[config.mk]
export PLATFORM = sky130hd
export DESIGN_NAME = scan_sequencer
export DESIGN_NICKNAME = d
export VERILOG_FILES = /design/src/rtl/scan_sequencer.sv
export SDC_FILE = /design/constraint.sdc
export NUM_CORES = 1
export LEC_CHECK = 0
export CELL_PAD_IN_SITES_DETAIL_PLACEMENT = 1
export CELL_PAD_IN_SITES_GLOBAL_PLACEMENT = 1
export CORE_UTILIZATION = 45
export CTS_BUF_LIST = sky130_fd_sc_hd__clkbuf_8
export CTS_CLUSTER_SIZE = 28
export DETAILED_ROUTE_END_ITERATION = 6
export PLACE_DENSITY = 0.93
export SETUP_SLACK_MARGIN = 0.15
export SKIP_CTS_REPAIR_TIMING = 1
export SYNTH_ARGS = -nofsm -noshare
export SYNTH_HDL_FRONTEND = slang
export SYNTH_SLANG_ARGS = --single-unit
[constraint.sdc]
create_clock -name adc_clk -period 9 [get_ports adc_clk]
set_clock_uncertainty 0.2 [all_clocks]
set_input_delay 0.9 -clock adc_clk [delete_from_list [all_inputs] [get_ports adc_clk]]
set_output_delay 0.9 -clock adc_clk [all_outputs]
set_load 0.01 [all_outputs]
[src/rtl/scan_sequencer.sv]
// Slot-based scan sequencer: per enabled slot, loads the DAC, fires the pulser after the
// DAC settle time and opens an ADC capture window, then advances to the next enabled slot.
module scan_sequencer #(
  parameter int unsigned DAC_SETTLE_CYC = 24
) (
  input  logic        adc_clk,
  input  logic        rst_n,
  input  logic        i_sync,
  input  logic [3:0]  i_slot_en,
  input  logic [15:0] i_ts_time_0,
  input  logic [15:0] i_ts_time_1,
  input  logic [15:0] i_ts_time_2,
  input  logic [15:0] i_ts_time_3,
  input  logic [15:0] i_capt_delay,
  input  logic [15:0] i_capt_len,
  input  logic        i_clr_overrun,
  output logic [1:0]  o_slot,
  output logic        o_slot_sync,
  output logic        o_dac_load,
  output logic        o_fire,
  output logic        o_capt_en,
  output logic        o_busy,
  output logic        o_complete,
  output logic        o_overrun
);

  localparam logic [15:0] SETTLE_T  = 16'(DAC_SETTLE_CYC);
  localparam logic [17:0] SETTLE_18 = 18'(DAC_SETTLE_CYC);
  localparam logic [15:0] MIN_LEN   = 16'(DAC_SETTLE_CYC + 2);

  typedef enum logic [2:0] {
    IDLE,
    SETTLE,
    DELAY,
    CAPTURE,
    HOLD,
    DONE
  } state_t;

  state_t      state_q, state_d;
  logic [15:0] t_q, t_d;
  logic [1:0]  slot_q, slot_d;
  logic [3:0]  mask_q, mask_d;
  logic [15:0] len_q, len_d;
  logic [17:0] cs_q, cs_d;
  logic [17:0] ce_q, ce_d;
  logic        ov_q, ov_d;

  logic [15:0] ts_live;
  logic [15:0] len_live;
  logic [17:0] cs_live;
  logic [17:0] ce_live;
  logic [17:0] cs_use;
  logic [17:0] ce_use;
  logic [17:0] tn;
  logic        first_cyc;
  logic        slot_end;
  logic [2:0]  pk_start;
  logic [2:0]  pk_next;
  state_t      phase_d;

  // Lowest enabled slot at index >= from; bit 2 of the result flags a hit.
  function automatic logic [2:0] pick(input logic [3:0] m, input logic [2:0] from);
    logic [2:0] r;
    r = '0;
    for (int unsigned i = 4; i > 0; i--) begin
      if (m[i-1] && ((i - 1) >= 32'(from))) r = {1'b1, 2'(i - 1)};
    end
    return r;
  endfunction

  always_comb begin
    ts_live = i_ts_time_0;
    case (slot_q)
      2'd1:    ts_live = i_ts_time_1;
      2'd2:    ts_live = i_ts_time_2;
      2'd3:    ts_live = i_ts_time_3;
      default: ts_live = i_ts_time_0;
    endcase
  end

  assign len_live  = (ts_live > MIN_LEN) ? ts_live : MIN_LEN;
  assign cs_live   = SETTLE_18 + 18'd1 + {2'b00, i_capt_delay};
  assign ce_live   = cs_live + {2'b00, i_capt_len};
  assign first_cyc = (state_q == SETTLE) && (t_q == '0);

  // Window bounds are only registered at the end of the first slot cycle, so that
  // cycle must look at the live values.
  assign cs_use    = first_cyc ? cs_live : cs_q;
  assign ce_use    = first_cyc ? ce_live : ce_q;
  assign tn        = {2'b00, t_q} + 18'd1;
  assign slot_end  = (state_q != SETTLE) && (t_q == len_q - 16'd1);
  assign pk_start  = pick(i_slot_en, 3'd0);
  assign pk_next   = pick(mask_q, {1'b0, slot_q} + 3'd1);

  always_comb begin
    if (tn <= SETTLE_18)  phase_d = SETTLE;
    else if (tn < cs_use) phase_d = DELAY;
    else if (tn < ce_use) phase_d = CAPTURE;
    else                  phase_d = HOLD;
  end

  always_comb begin
    state_d = state_q;
    t_d     = t_q;
    slot_d  = slot_q;
    mask_d  = mask_q;
    len_d   = len_q;
    cs_d    = cs_q;
    ce_d    = ce_q;
    ov_d    = ov_q;

    if (i_sync && (state_q != IDLE)) ov_d = 1'b1;
    else if (i_clr_overrun)          ov_d = 1'b0;

    if (first_cyc) begin
      len_d = len_live;
      cs_d  = cs_live;
      ce_d  = ce_live;
    end

    case (state_q)
      IDLE: begin
        if (i_sync) begin
          mask_d = i_slot_en;
          if (pk_start[2]) begin
            state_d = SETTLE;
            t_d     = '0;
            slot_d  = pk_start[1:0];
          end else begin
            state_d = DONE;
          end
        end
      end
      SETTLE, DELAY, CAPTURE, HOLD: begin
        if (slot_end) begin
          if (pk_next[2]) begin
            state_d = SETTLE;
            t_d     = '0;
            slot_d  = pk_next[1:0];
          end else begin
            state_d = DONE;
          end
        end else begin
          t_d     = t_q + 16'd1;
          state_d = phase_d;
        end
      end
      DONE:    state_d = IDLE;
      default: state_d = IDLE;
    endcase
  end

  always_ff @(posedge adc_clk or negedge rst_n) begin
    if (!rst_n) begin
      state_q <= IDLE;
      t_q     <= '0;
      slot_q  <= '0;
      mask_q  <= '0;
      len_q   <= '0;
      cs_q    <= '0;
      ce_q    <= '0;
      ov_q    <= 1'b0;
    end else begin
      state_q <= state_d;
      t_q     <= t_d;
      slot_q  <= slot_d;
      mask_q  <= mask_d;
      len_q   <= len_d;
      cs_q    <= cs_d;
      ce_q    <= ce_d;
      ov_q    <= ov_d;
    end
  end

  assign o_slot      = slot_q;
  assign o_slot_sync = first_cyc;
  assign o_dac_load  = first_cyc;
  assign o_fire      = (state_q == SETTLE) && (t_q == SETTLE_T);
  assign o_capt_en   = (state_q == CAPTURE);
  assign o_busy      = (state_q != IDLE);
  assign o_complete  = (state_q == DONE);
  assign o_overrun   = ov_q;

endmodule

**Yosys cells after proc, flatten, opt, wreduce, memory -nomap -nowiden**

Index checks and enable logic that the tools add are counted.

- Register bits: 78
- Input bits: 104
- Output and inout bits: 9
- Word-level logic and storage cells: 87

- Add/subtract/negate cells: 6
- Order comparisons: 8
- Equality and inequality tests: 16
- Multiplexer cells: 32
- Reduce and logical (&&, ||, !) cells: 17

Operator list:

| operator | count |
|---|---|
| 16-bit two-way mux | 5 |
| 16-bit one-hot mux with 3 select lines | 1 |
| 3-bit two-way mux | 15 |
| 17-bit by 18-bit < comparator with 1-bit output | 2 |
| 18-bit two-way mux | 2 |
| 16-bit one-hot mux with 2 select lines | 1 |
| 17-bit by 16-bit adder with 18-bit output | 1 |
| 16-bit by 1-bit adder with 17-bit output (second input constant) | 1 |
| 5-bit by 16-bit adder with 17-bit output (first input constant) | 1 |
| 17-bit by 5-bit less-or-equal comparator with 1-bit output (second input constant) | 1 |
| 16-bit by 1-bit adder with 16-bit output (second input constant) | 1 |
| 16-bit equality test | 1 |
| 16-bit by 5-bit equality test with 1-bit output (second input constant) | 1 |
| 16-bit by 5-bit > comparator with 1-bit output (second input constant) | 1 |
| 16-bit zero test | 1 |
| 16-bit by 1-bit subtractor with 16-bit output (second input constant) | 1 |
| 1-bit logical AND | 8 |
| 2-bit two-way mux | 4 |
| 2-bit inequality test (second input constant) | 4 |
| 3-bit by 2-bit equality test with 1-bit output (second input constant) | 2 |
| 3-bit equality test (second input constant) | 2 |
| 1-bit by 3-bit >= comparator with 1-bit output (first input constant) | 2 |
| 2-bit by 3-bit >= comparator with 1-bit output (first input constant) | 2 |
| 3-bit one-hot mux with 2 select lines | 1 |
| 15 further kinds | 18 |

**Depth between registers and ports, before layout**

- Depth in word-level cells: 10
- Gate-level depth with buffers: 24
- Mapped depth without buffers: 24

**Worst setup path after synthesis**

OpenSTA, ideal clock, no wires.

- Path type: input port to flip-flop
- Start: input port i_capt_delay[0]
- End: register state_q[2]
- Arrival time: 4,611 ps
- Data required time: 8,718 ps
- Slack: 4,107 ps
- Stages on the path: 22
- Cell sequence: ha_1 > a211oi_1 > nor2b_1 > xnor2_1 > inv_1 > ha_1 > or3_1 > o21ai_0 > a21oi_1 > a21o_1 > a21bo_2 > xor2_1 > mux2i_1 > ha_1 > nand4_1 > nor3_1 > a21o_1 > o21ai_0 > o21ai_1 > o211ai_1 > or3_1 > a31oi_1

- Word-level cells in the longest chain between the ends: 9
- Elaborated cells on any way between the ends: 11
- Those cells by class: 2 x add/sub; 2 x order compare; 7 x mux

RTL lines:

| what | RTL line | source |
|---|---|---|
| start, declared | 14 | `input logic [15:0] i_capt_delay,` |
| 5-bit by 16-bit adder with 17-bit output (*) | 83 | `assign cs_live = SETTLE_18 + 18'd1 + {2'b00, i_capt_delay};` |
| 17-bit by 16-bit adder with 18-bit output | 84 | `assign ce_live = cs_live + {2'b00, i_capt_len};` |
| 18-bit two-way mux | - |  |
| 17-bit by 18-bit < comparator with 1-bit output | 99 | `else if (tn < ce_use) phase_d = CAPTURE;` |
| 3-bit two-way mux | 99 |  |
| 3-bit two-way mux (*) | 98 | `else if (tn < cs_use) phase_d = DELAY;` |
| 3-bit two-way mux (*) | 97 | `if (tn <= SETTLE_18) phase_d = SETTLE;` |
| 3-bit two-way mux (*) | 136 | `if (slot_end) begin` |
| 3-bit one-hot mux with 2 select lines (*) | 122 | `case (state_q)` |
| end signal, assigned | 165 | `state_q <= state_d;` |
| end, declared | 40 | `state_t state_q, state_d;` |

Every way passes the cells marked *; elsewhere a longest branch is shown, timed or not.
A chain may end at the register's enable or synchronous reset.

**Final worst setup path**

Ends and elaborated chain as after synthesis.

==> reports/qor.csv <==
stage;metric;value;unit
timing;setup_ws;2.83;ns
logic_synthesis;synth_edf_count;0;
setup_path;crit_fanout;4;
logic_synthesis;netlist_area;6470;um2
die;start_util;0.464;
global_routing;track_usage;0.303;
die;die_h;122;um
final_layout;drive_above_1_share;0.0746;
hold_path;hold_class;reg2reg;
cts;worstSkewPairLatency;0.39;ns
cts;path_clk_slew;0.08;ns
timing;period_share;0.686;
place;port_buffers;112;
timing;worst_pin_slew;1.18;ns
setup_path;worstPathArrival;6.27;ns
final_layout;syn_to_final_growth;23.8;%
route;via_count;6165;
place;routabilityCongestion;0.894;
power_and_ir_drop;power_leakage;3.61;nW
die;coreArea;13900;um2
cts;htreeDepth;3;
final_layout;fill_cells;1590;
final_layout;final_nets;998;
die;io_pins;113;
global_routing;grt_max_degree;78;
cts;cts_tree;yes;
timing;holdWs;0.279;ns
route;drtPass1Iterations;5;
logic_synthesis;synth_top_area_cell;dfrtp_1;
hold_path;worstHoldStart;cs_q[3];
final_layout;antenna_cells;0;
timing;slew_headroom;0.193;
cts;numCtsBuffers;9;
logic_synthesis;ys.flop_type;dfrtp_1;
setup_path;start_kind;primary input;
logic_synthesis;syn-num-nets;899;
setup_path;r2r-start;t_q[0];
die;die_w;122;um
final_layout;multi_input_area;4180;um2
global_routing;grt_pass1_wl;34400;um
power_and_ir_drop;ir_worst_vdd;0.199;mV
timing;fin_crit;6.17;ns
logic_synthesis;synth_most_common_cell;nand2_1;
global_routing;grt_overflow;0;
logic_synthesis;netlist_top_cells_area;dfrtp_1 (30%), ha_1 (10%), nand2_1 (5.9%), mux4_2 (5.6%), xnor2_1 (4.9%);
timing;maxClockFrequency;162;MHz
route;via_per_inst;6.02;
flow_run;max_cap_violations;0;
cts;root_buffer;clkbuf_8;
place;pre_cts_ws;2.64;ns
logic_synthesis;syn_area_per_cell;8.74;um2
logic_synthesis;yosysWarnings;0;
route;antenna_left;0;
logic_synthesis;ys_seq_area_frac;0.298;
timing;finalSetupTns;0;ns
logic_synthesis;synth_seq_cells;77;
final_layout;ff_latch_area;1930;um2
global_routing;antenna_found_initial;0;
route;drtIter0Drc;356;
logic_synthesis;synthCells;740;
timing;setup_viol;0;
logic_synthesis;synth_top_area_frac;0.298;
route;wl;21700;um
timing;rsz0062_at_grt;no;
timing;slew_violations;0;
setup_path;cp.required;9.10;ns
route;wl_per_cell;21.1;um
logic_synthesis;yosysUniqueCellTypes;73;
final_layout;fin_util;0.575;
power_and_ir_drop;p_per_area;309;nW/um2
route;drc_errors;0;
cts;cts.path.max_buffers;2;
logic_synthesis;ys_async_sr_fraction;1.00;
setup_path;path_class;in2reg;
place;post-dp-hpwl;16400;um
die;num_rows;43;
setup_path;end_kind;register;
cts;cts_sinks;77;
die;dieArea;14900;um2
timing;hold_viol;0;
power_and_ir_drop;p_total;2.48;mW
setup_path;setup.worst_path.start;i_capt_delay[0];
status;status;finished, final reports clean;
logic_synthesis;synth_top_cells_by_count;nand2_1 (101), dfrtp_1 (77), inv_1 (68);
global_routing;grt_pass1_vias;6711;
-- layout by cell type, fill, tap and decap left out, types with 6 or more instances in the layout --
cell / n
a21o_1: 14
a21oi_1: 27
nand3_1: 25
a22o_1: 7
nor2_1: 34
clkbuf_8: 9
dfrtp_1: 77
ha_1: 54
clkdlybuf4s50_1: 111
nor3_1: 14
mux2i_1: 11
nand2_1: 101
inv_1: 69
mux4_2: 16
and3_1: 6
nand4_1: 16
or2_2: 6
xor2_1: 21
a31oi_1: 9
nor2b_1: 8
mux2_2: 8
xnor2_1: 36
o21ai_0: 49
or3_1: 6
nor4_1: 10
-- flip-flops by register name, indices dropped and copies added, names as in the netlist --
signal     flops
cs_q          18
len_q         16
t_q           16
state_q        3
o_slot         2
ce_q          18
mask_q         3
o_overrun      1
-- critical path, stage by stage --
cell             delay [ns]
clkdlybuf4s50_1        0.46
ha_1                   0.28
a211oi_1               0.51
nor2_1                 0.23
nand2_1                0.13
xor2_1                 0.19
inv_1                  0.07
ha_1                   0.33
a21o_1                 0.22
a21oi_1                0.31
nor2b_1                0.09
a31oi_1                0.31
a31oi_1                0.17
a21oi_1                0.24
xnor2_1                0.17
mux2i_1                0.12
ha_1                   0.32
o211ai_1               0.10
nand2_1                0.10
nand3_1                0.11
o21ai_1                0.16
o211ai_1               0.15
or3_1                  0.38
a31oi_1                0.21
-- power by group --
group	switching [mW]	internal [mW]
combinational	0.804	0.595
sequential	0.196	0.499
clock	0.144	0.240
-- per-stage QoR --
stage | area, um2 | cells
final | 8010 | 1024
after global routing | 8010 | 1024
after CTS | 8010 | 1024
after detailed placement | 7720 | 1008
after global placement | 7720 | 1008
after floorplan | 6470 | 740
-- layer usage --
metal | wire [um] | track usage | part of all wire | vias to the layer above
li1 | - | - | - | 2841
met1 | 9020 | 0.372 | 0.42 | 3116
met2 | 11300 | 0.534 | 0.52 | 161
met3 | 766 | 0.0426 | 0.035 | 47
met4 | 606 | 0.117 | 0.028 | 0
met5 | 0 | 0 | 0 | -
-- kinds of logic after synthesis --
family | after synthesis | share of synthesized area
buf+inv | 95 | 0.0588
compound gates | 154 | 0.154
mux | 37 | 0.0907
xor+xnor | 57 | 0.0771
flops | 77 | 0.298
simple gates | 265 | 0.214
fa+ha+maj | 55 | 0.108
-- worst paths after layout --
path | endpoint | slack (ns) | depth (start not counted)
min in group asynchronous | len_q[2] | 0.48 | 1
hold / removal | cs_q[3] | 0.28 | 2
setup / recovery | state_q[2] | 2.83 | 24
max in group asynchronous | t_q[14] | 7.46 | 1
setup reg to reg | state_q[0] | 3.26 | 15
hold reg to reg | cs_q[3] | 0.28 | 2
-- area by class of cell --
| class | count | area share |
|---|---|---|
| inverters | 68 | 0.0319 |
| clock inverters | 7 | 0.0203 |
| clock buffers | 9 | 0.0155 |
| well taps | 180 | 0.0281 |
| multi-input cells | 568 | 0.521 |
| repair buffers | 115 | 0.142 |
| flip-flops and latches | 77 | 0.241 |
(Power assumes the default switching activity.)
